### config.mk
export PLATFORM = sky130hd
export DESIGN_NAME = commit_trace_tx
export DESIGN_NICKNAME = d
export VERILOG_FILES = /design/src/rtl/commit_trace_tx.sv
export SDC_FILE = /design/constraint.sdc
export NUM_CORES = 1
export LEC_CHECK = 0
export ABC_AREA = 1
export CAP_MARGIN = 20
export CORE_MARGIN = 2
export CORE_UTILIZATION = 54
export CTS_CLUSTER_SIZE = 16
export DETAILED_ROUTE_END_ITERATION = 8
export PLACE_DENSITY = 0.82
export SKIP_CTS_REPAIR_TIMING = 1
export SLEW_MARGIN = 25
export SYNTH_ARGS = -nofsm -noshare
export SYNTH_HDL_FRONTEND = slang
export SYNTH_SLANG_ARGS = --single-unit
export TNS_END_PERCENT = 30
### constraint.sdc
create_clock -name clk -period 4.25 [get_ports clk]
set_clock_uncertainty 0.1 [all_clocks]
set_input_delay 0.425 -clock clk [delete_from_list [all_inputs] [get_ports clk]]
set_output_delay 0.425 -clock clk [all_outputs]
set_load 0.01 [all_outputs]
### src/rtl/commit_trace_tx.sv
// rtl/commit_trace_tx.sv - serialises register write-back commits into byte-wide trace frames
//
// Ports:
//   clk, reset      clock and asynchronous active-low reset
//   wb_en/wb_addr/wb_data/wb_pc   commit event from the core (r0 writes ignored)
//   tx_valid/tx_data/tx_ready     byte stream out, one frame per captured event
//   overflow, drop_cnt            sticky drop flag and saturating drop counter
// Frame: SYNC_BYTE, {3'b000,addr}, pc[31:0] MSB first, data[31:0] MSB first.
// Optional macro TRACE_CHECKSUM_EN appends an XOR checksum of bytes 1..9.
module commit_trace_tx #(
  parameter int          DEPTH     = 4,
  parameter logic [7:0]  SYNC_BYTE = 8'hA5
) (
  input  logic        clk,
  input  logic        reset,
  input  logic        wb_en,
  input  logic [4:0]  wb_addr,
  input  logic [31:0] wb_data,
  input  logic [31:0] wb_pc,
  output logic        tx_valid,
  output logic [7:0]  tx_data,
  input  logic        tx_ready,
  output logic        overflow,
  output logic [7:0]  drop_cnt
);

  localparam int AW = $clog2(DEPTH);
`ifdef TRACE_CHECKSUM_EN
  localparam int FRAME_LEN = 11;
`else
  localparam int FRAME_LEN = 10;
`endif
  // Bytes still to be sent after SYNC_BYTE, held in a left-shifting register.
  localparam int SHIFT_W = (FRAME_LEN - 1) * 8;
  localparam logic [3:0] LAST_IDX = 4'(FRAME_LEN - 1);

  typedef enum logic {IDLE, SEND} state_t;

  state_t             state_q, state_d;
  logic [3:0]         idx_q, idx_d;
  logic [SHIFT_W-1:0] shift_q, shift_d;
  logic               tx_valid_q, tx_valid_d;
  logic [7:0]         tx_data_q, tx_data_d;
  logic               overflow_q, overflow_d;
  logic [7:0]         drop_cnt_q, drop_cnt_d;
  logic [AW:0]        wr_ptr_q, wr_ptr_d;
  logic [AW:0]        rd_ptr_q, rd_ptr_d;
  logic [68:0]        mem_q [DEPTH];

  logic               capture, empty, full, pop, push, xfer;
  logic [68:0]        head;
  logic [71:0]        body;
  logic [SHIFT_W-1:0] shift_load;
`ifdef TRACE_CHECKSUM_EN
  logic [7:0]         chk;
`endif

  always_comb begin
    capture = wb_en && (wb_addr != 5'd0);
    empty   = (wr_ptr_q == rd_ptr_q);
    full    = (wr_ptr_q[AW] != rd_ptr_q[AW]) && (wr_ptr_q[AW-1:0] == rd_ptr_q[AW-1:0]);
    // Emptiness uses registered pointers, so an entry pushed this cycle is
    // only visible for popping on the following edge.
    pop     = (state_q == IDLE) && !empty;
    // A pop frees a slot on the same edge, so a full FIFO can still accept.
    push    = capture && (!full || pop);
    xfer    = (state_q == SEND) && tx_ready;
    head    = mem_q[rd_ptr_q[AW-1:0]];
    body    = {3'b000, head};
`ifdef TRACE_CHECKSUM_EN
    chk = 8'h00;
    for (int i = 0; i < 9; i++) chk = chk ^ body[71-8*i -: 8];
    shift_load = {body, chk};
`else
    shift_load = body;
`endif

    state_d    = state_q;
    idx_d      = idx_q;
    shift_d    = shift_q;
    tx_valid_d = tx_valid_q;
    tx_data_d  = tx_data_q;
    overflow_d = overflow_q;
    drop_cnt_d = drop_cnt_q;
    wr_ptr_d   = wr_ptr_q;
    rd_ptr_d   = rd_ptr_q;

    if (push) wr_ptr_d = wr_ptr_q + (AW+1)'(1);

    if (capture && !push) begin
      overflow_d = 1'b1;
      if (drop_cnt_q != 8'hFF) drop_cnt_d = drop_cnt_q + 8'd1;
    end

    if (pop) begin
      rd_ptr_d   = rd_ptr_q + (AW+1)'(1);
      state_d    = SEND;
      idx_d      = 4'd0;
      tx_valid_d = 1'b1;
      tx_data_d  = SYNC_BYTE;
      shift_d    = shift_load;
    end else if (xfer) begin
      if (idx_q == LAST_IDX) begin
        // Dropping to IDLE guarantees a one-cycle gap before the next pop.
        state_d    = IDLE;
        tx_valid_d = 1'b0;
        tx_data_d  = 8'h00;
      end else begin
        idx_d     = idx_q + 4'd1;
        tx_data_d = shift_q[SHIFT_W-1 -: 8];
        shift_d   = shift_q << 8;
      end
    end
  end

  always_ff @(posedge clk or negedge reset) begin
    if (!reset) begin
      state_q    <= IDLE;
      idx_q      <= 4'd0;
      shift_q    <= '0;
      tx_valid_q <= 1'b0;
      tx_data_q  <= 8'h00;
      overflow_q <= 1'b0;
      drop_cnt_q <= 8'h00;
      wr_ptr_q   <= '0;
      rd_ptr_q   <= '0;
    end else begin
      state_q    <= state_d;
      idx_q      <= idx_d;
      shift_q    <= shift_d;
      tx_valid_q <= tx_valid_d;
      tx_data_q  <= tx_data_d;
      overflow_q <= overflow_d;
      drop_cnt_q <= drop_cnt_d;
      wr_ptr_q   <= wr_ptr_d;
      rd_ptr_q   <= rd_ptr_d;
    end
  end

  // Storage needs no reset: pointers alone define which entries are valid.
  always_ff @(posedge clk) begin
    if (push) mem_q[wr_ptr_q[AW-1:0]] <= {wb_addr, wb_pc, wb_data};
  end

  assign tx_valid = tx_valid_q;
  assign tx_data  = tx_data_q;
  assign overflow = overflow_q;
  assign drop_cnt = drop_cnt_q;

endmodule

### After elaboration in Yosys (flattened, before gate mapping)

Memories as Yosys holds them, arrays and structs flattened.
Cells that the tools add are included.

| cells by class | value |
|---|---|
| bitwise logic cells | 1 |
| reductions and logical operators | 16 |
| multiplexer cells | 14 |
| equality and inequality tests | 6 |
| add/subtract/negate cells | 4 |

Operators by type and width:

| kind | count |
|---|---|
| two-way mux 72 bit | 3 |
| two-way mux 8 bit | 3 |
| two-way mux 4 bit | 3 |
| adder 8 x 1 -> 8 bit (second input constant) | 1 |
| inequality test 8 bit (second input constant) | 1 |
| adder 3 x 1 -> 3 bit (second input constant) | 2 |
| logical AND 1 bit | 6 |
| AND reduction 2 bit | 3 |
| two-way mux 1 bit | 5 |
| nonzero test 5 bit | 1 |
| adder 4 x 1 -> 4 bit (second input constant) | 1 |
| equality test 4 bit (second input constant) | 1 |
| nonzero test 2 bit | 2 |
| equality test 3 bit | 1 |
| zero test 1 bit | 3 |
| equality test 2 bit | 1 |
| inequality test 2 bit (second input constant) | 1 |
| logical OR 1 bit | 1 |
| inequality test 1 bit | 1 |
| inverter 1 bit | 1 |

| word-level totals | value |
|---|---|
| memories kept | 1 |
| bits of input ports | 73 |
| output and inout port bits | 18 |
| bits in registers | 100 |
| bits in writable memories | 276 |
| logic and storage cells | 50 |

Memory list:

| memory | depth | bits a word | rd ports | clocked after memory_dff | write ports | line | source |
|---|---|---|---|---|---|---|---|
| mem_q | 4 | 69 | 1 | 0 | 1 | 48 | `logic [68:0] mem_q [DEPTH];` |

### Logic depth before layout (Yosys ltp)

| depth | value |
|---|---|
| depth in word-level cells | 8 |
| mapped depth | 11 |
| gate-level depth less buffers | 9 |

### Least setup slack after synthesis

No wires, ideal clock.

| path | value |
|---|---|
| kind | register -> register |
| from | reg rd_ptr_q[0] |
| to | mem mem_q[0][0] (enable) |
| arrival time | 4023 ps |
| stages on the path, launching flop included | 10 |
| library setup time | 497 ps |
| clock period less this slack | 4620 ps |
| path buffers | 2 |
| data required time | 3653 ps |
| slack | -370 ps |
| cell sequence | dfrtp_1 > buf_4 > inv_2 > buf_4 > nand2_1 > nand2_1 > nor2_1 > nand2_1 > nand2_1 > nor2_1 |

| between the ends | value |
|---|---|
| cells in the longest elaborated chain, start to end | 7 |
| elaborated cells between the ends (all ways) | 10 |
| those cells by class | eq/ne: 2; mux: 2; reduce/logical: 6 |

Ends and longest elaborated chain:

| element | line | source |
|---|---|---|
| start, declared | 47 | `logic [AW:0] rd_ptr_q, rd_ptr_d;` |
| start signal, assigned | 136 | `rd_ptr_q <= rd_ptr_d;` |
| equality test 3 bit / equality test 2 bit (equally long branches) | 60, 61 |  |
| zero test 1 bit / logical AND 1 bit (equally long branches) | 64, 61 |  |
| logical AND 1 bit / zero test 1 bit (equally long branches) | 64, 66 |  |
| logical OR 1 bit (*) | 66 | `push = capture && (!full \|\| pop);` |
| logical AND 1 bit (*) | 66 |  |
| two-way mux 1 bit (*) | 142 | `if (push) mem_q[wr_ptr_q[AW-1:0]] <= {wb_addr, wb_pc, wb_data};` |
| two-way mux 1 bit (implied by the code) (*) | 142 |  |
| end, declared | 48 |  |

Mark *: on every way between the ends. The rest lies on a longest branch, timed or not.

### Worst setup path in the final report

| path | value |
|---|---|
| from | reg rd_ptr_q[0] |
| to | reg shift_q[39] |

| between the ends | value |
|---|---|
| cells in the longest elaborated chain, start to end | 5 |
| elaborated cells between the ends (all ways) | 8 |
| those cells by class | eq/ne: 2; mux: 1; reduce/logical: 4; memory: 1 |

Ends and longest elaborated chain:

| element | line | source |
|---|---|---|
| equality test 3 bit | 60 | `empty = (wr_ptr_q == rd_ptr_q);` |
| zero test 1 bit | 64 | `pop = (state_q == IDLE) && !empty;` |
| logical AND 1 bit | 64 |  |
| inequality test 2 bit (no source line) / nonzero test 2 bit (equally long branches) | -- |  |
| AND reduction 2 bit (no source line) | -- |  |
| end signal, assigned | 130 | `shift_q <= shift_d;` |
| end, declared | 41 | `logic [SHIFT_W-1:0] shift_q, shift_d;` |

Several ways; a longest one is shown, not always the timed one.
A chain may end at the register's enable or synchronous reset.

==> results.md <==
* FF+latch count, synth at 376
* Hold Vio Cnt, Final at 0
* Post-synthesis instance area at 15700 sq um
* Peak supply drop at 0.384 mV
* Fin Hold WS at 369 ps
* Clock input transition at the sequential cells of the worst setup and hold paths at 60 ps
* Total detailed-routing wirelength at 35700 microns
* Internal power consumption at 8210 uW
* Half-perimeter wire length after detailed placement at 20200 microns
* First drt pass iteration count at 6
* Initial antenna violation count at 0
* First-pass GRT wire length at 57400 microns
* Post-synth top area cell: sky130_fd_sc_hd__edfxtp_1
* Post-synthesis share of cell area spent on and, or, nand and nor gates at 19.8%
* Leading cell types by count after synthesis: 329 x sky130_fd_sc_hd__nand2_1, 276 x sky130_fd_sc_hd__edfxtp_1, 238 x sky130_fd_sc_hd__nor2_1, 134 x sky130_fd_sc_hd__inv_1, 127 x sky130_fd_sc_hd__o21ai_0
* Run status: finished clean
* Combinational family with the most area after synthesis: simple AND/OR/NAND/NOR gates
* Arrival time of data at the critical path endpoint at 3330 ps
* Most instantiated library cell after synthesis: sky130_fd_sc_hd__nand2_1
* Startpoint type of the worst setup path: flip-flop
* Post-Syn Nets at 1580
* Proportion of layout cells with a drive suffix above 1 at 6.02%
* Clock network fraction of design power at 24.2%
* Distinct cells, synth at 28
* TritonCTS clock tree: yes
* Setup slack, reg-to-reg at 1220 ps
* Avg WL per Cell at 18.1 microns
* Cell count after synthesis at 1499
* Total power consumption of the routed design at 13000 uW
* Number of violations reported at the end of detailed-routing iteration 0 at 1085
* Core area at 28700 sq um
* Post-layout minimum cycle time at 3030 ps
* Detail-routed via count per cell at 5.60
* Synth async-reset ratio at 26.6%
* Share of the synthesized area in compound gates (AO/OA/AOI/OAI) at 4.49%
* Number of buffers created by CTS at 37
* Part of the cycle the worst path needs at 71.2%
* Number of cells traversed by the worst hold path at 1
* Maximum level of the CTS H-tree at 2
* Net count of the finished layout at 1646
* Boundary pin count at 91
* Area share of fa/ha/maj cells after synthesis at 0.636%
* Share of total power consumed by net switching at 37.1%
* Critical hold path startpoint: overflow
* Full die area at 30500 sq um
* Sequential cell fraction of total power at 42.0%
* Fraction of power consumed by combinational cells at 33.8%
* Die extent in y at 175 microns
* Effective utilization at floorplan at 54.8%
* Horizontal die dimension at 175 microns
* Layout overhead on the synthesized area at 15.1%
* Leading cell types by total area after synthesis: sky130_fd_sc_hd__edfxtp_1 53%, sky130_fd_sc_hd__dfrtp_1 16%, sky130_fd_sc_hd__nand2_1 7.9%, sky130_fd_sc_hd__nor2_1 5.7%, sky130_fd_sc_hd__o21ai_0 4.0%
* Total clock sinks at 376
* Leakage power of the design at 0.00747 uW
* Number of global-route vias before repair at 11200
* Setup repair after global routing missed its margin: false
* Worst endpoint required time at 4550 ps
* YS warnings at 0
* Port-buffer cells at 90
* End point of the worst hold path: overflow
* Total via count in the routed design at 11100
* Synth top area share at 52.7%
* Portion of the post-synthesis area used by sequential elements at 68.6%
* Type of the worst min-delay path: reg2reg
* Clock latency on the worst-skew pair at 520 ps
* Worst reg2reg startpoint: rd_ptr_q[0]
* Buffer depth of the longest clock path at 3
* Number of remaining DRC errors at 0
* Row count at 62
* Multiplexer share of the synthesized area at 0%
* Critical Path Fanout Max at 63
* Antenna cell count at 0
* GPL Wtd Cong at 0.786
* Slew @ Worst Pin at 959 ps
* Post-route ant nets at 0
* Count of flip-flops with a built-in enable after synthesis at 276
* Avg Cell Area, Syn at 10.5 sq um
* Worst slew margin relative to its limit at 36.1%
* Most used DFF post-synth: sky130_fd_sc_hd__edfxtp_1
* Maxcap violations at 0
* Switching power at 4840 uW
* Power density normalized to cell area at 721 nW/um^2
* Reg2Reg Capture Point: shift_q[39]
* Setup-violating endpoint count in the final report at 0
* Max Transition Viols Final at 0
* Max Clk Rate at 331 MHz
* Kind of end point of the critical path: flip-flop
* Crit path kind: reg2reg
* Xor/xnor share of the synthesized area at 0.549%
* Worst reg2reg path depth at 9
* Clock Root Buffer: sky130_fd_sc_hd__clkbuf_16
* Largest net degree at the start of global routing at 97
* Sum of overflow across all layers after global routing at 0
* Tot GR Track Use at 23.8%
==> sequential cells by signal (all words and copies together) (netlist names) <==
signal,flops
drop_cnt,8
idx_q,4
mem_q,276
overflow,1
rd_ptr_q,3
shift_q,72
tx_data,8
tx_valid,1
wr_ptr_q,3
==> cells by family (layout without fill, tap and decap cells) <==
family | count (synthesis) | after routing
AO/OA/AOI/OAI | 138 | 138
XOR/XNOR | 9 | 9
adder cells (fa/ha/maj) | 8 | 8
buffers and inverters | 223 | 318
flip-flops | 376 | 376
AND/OR/NAND/NOR | 745 | 745
==> cell type report <==
class	instances	area [sq um]
multi-input combinational	900	4040
clock inverter	14	96.3
timing repair buffer	111	1100
tap	384	480
inverter	139	523
clock buffer	54	1080
sequential	376	10800
fill	2143	10600
==> worst max path at each step <==
stage / slack (ps) / depth (start not counted) / startpoint / to
after floorplan: -370 / 9 / rd_ptr_q[0] / mem_q[0][0]
after global placement: 1190 / 7 / wb_addr[4] / mem_q[0][14]
after detailed placement: 1120 / 8 / wb_addr[1] / mem_q[0][29]
after CTS: 1260 / 9 / rd_ptr_q[0] / shift_q[39]
after global routing: 1020 / 9 / rd_ptr_q[0] / shift_q[39]
final: 1220 / 9 / rd_ptr_q[0] / shift_q[39]
==> power by group through the flow <==
stage / clock network (uW) / logic [uW] / registers, uW
5_1_grt: 3360 / 4980 / 5560
3_5_place_dp: 0 / 4340 / 5530
3_3_place_gp: 0 / 4160 / 5490
6_report: 3160 / 4410 / 5480
2_1_floorplan: 0 / 3150 / 5450
4_1_cts: 3200 / 4410 / 5470
==> stage by stage <==
| stage | std cells | area (sq um) | TNS [ps] | utilization [%] | worst slack [ps] |
|---|---|---|---|---|---|
| floorplan | 1499 | 15700 | -102150 | - | -370 |
| global placement | 1909 | 16900 | 0 | 58.9 | 1190 |
| detailed placement | 1909 | 16900 | 0 | 58.9 | 1120 |
| CTS | 1977 | 18100 | 0 | 63.1 | 1260 |
| global route | 1978 | 18100 | 0 | 63.1 | 1020 |
| finish | 1978 | 18100 | 0 | 63.1 | 1220 |
==> worst max-delay path, cell delays in order, from the launching register on <==
cell and delay, ps:
sky130_fd_sc_hd__dfrtp_4 560, sky130_fd_sc_hd__clkinv_2 200, sky130_fd_sc_hd__nand2_1 80, sky130_fd_sc_hd__nand2_1 130, sky130_fd_sc_hd__nand3_4 410, sky130_fd_sc_hd__nand2_4 410, sky130_fd_sc_hd__buf_4 610, sky130_fd_sc_hd__nand3_1 200
sky130_fd_sc_hd__nand2_1 120, sky130_fd_sc_hd__inv_1 40
==> placed cells by master (no fill, tap or decap), drive strengths merged, types with 13 or more instances in the layout <==
cell and instances:
nand2 331, edfxtp 276, nor2 239, inv 139, o21ai 127, nand3 119
dfrtp 100, clkdlybuf4s50 89, clkbuf 54, nand4 52, buf 21, clkinv 13
==> per-layer routing <==
metal  global-route usage [%]  up-vias  wire length [microns]
met4                     7.88        0                    926
met1                     30.9     5394                  14200
met5                        0        -                      0
met3                     3.72       73                   2580
met2                     41.4      482                  18000
li1                         -     5120                      -
(Power assumes the default switching activity.)
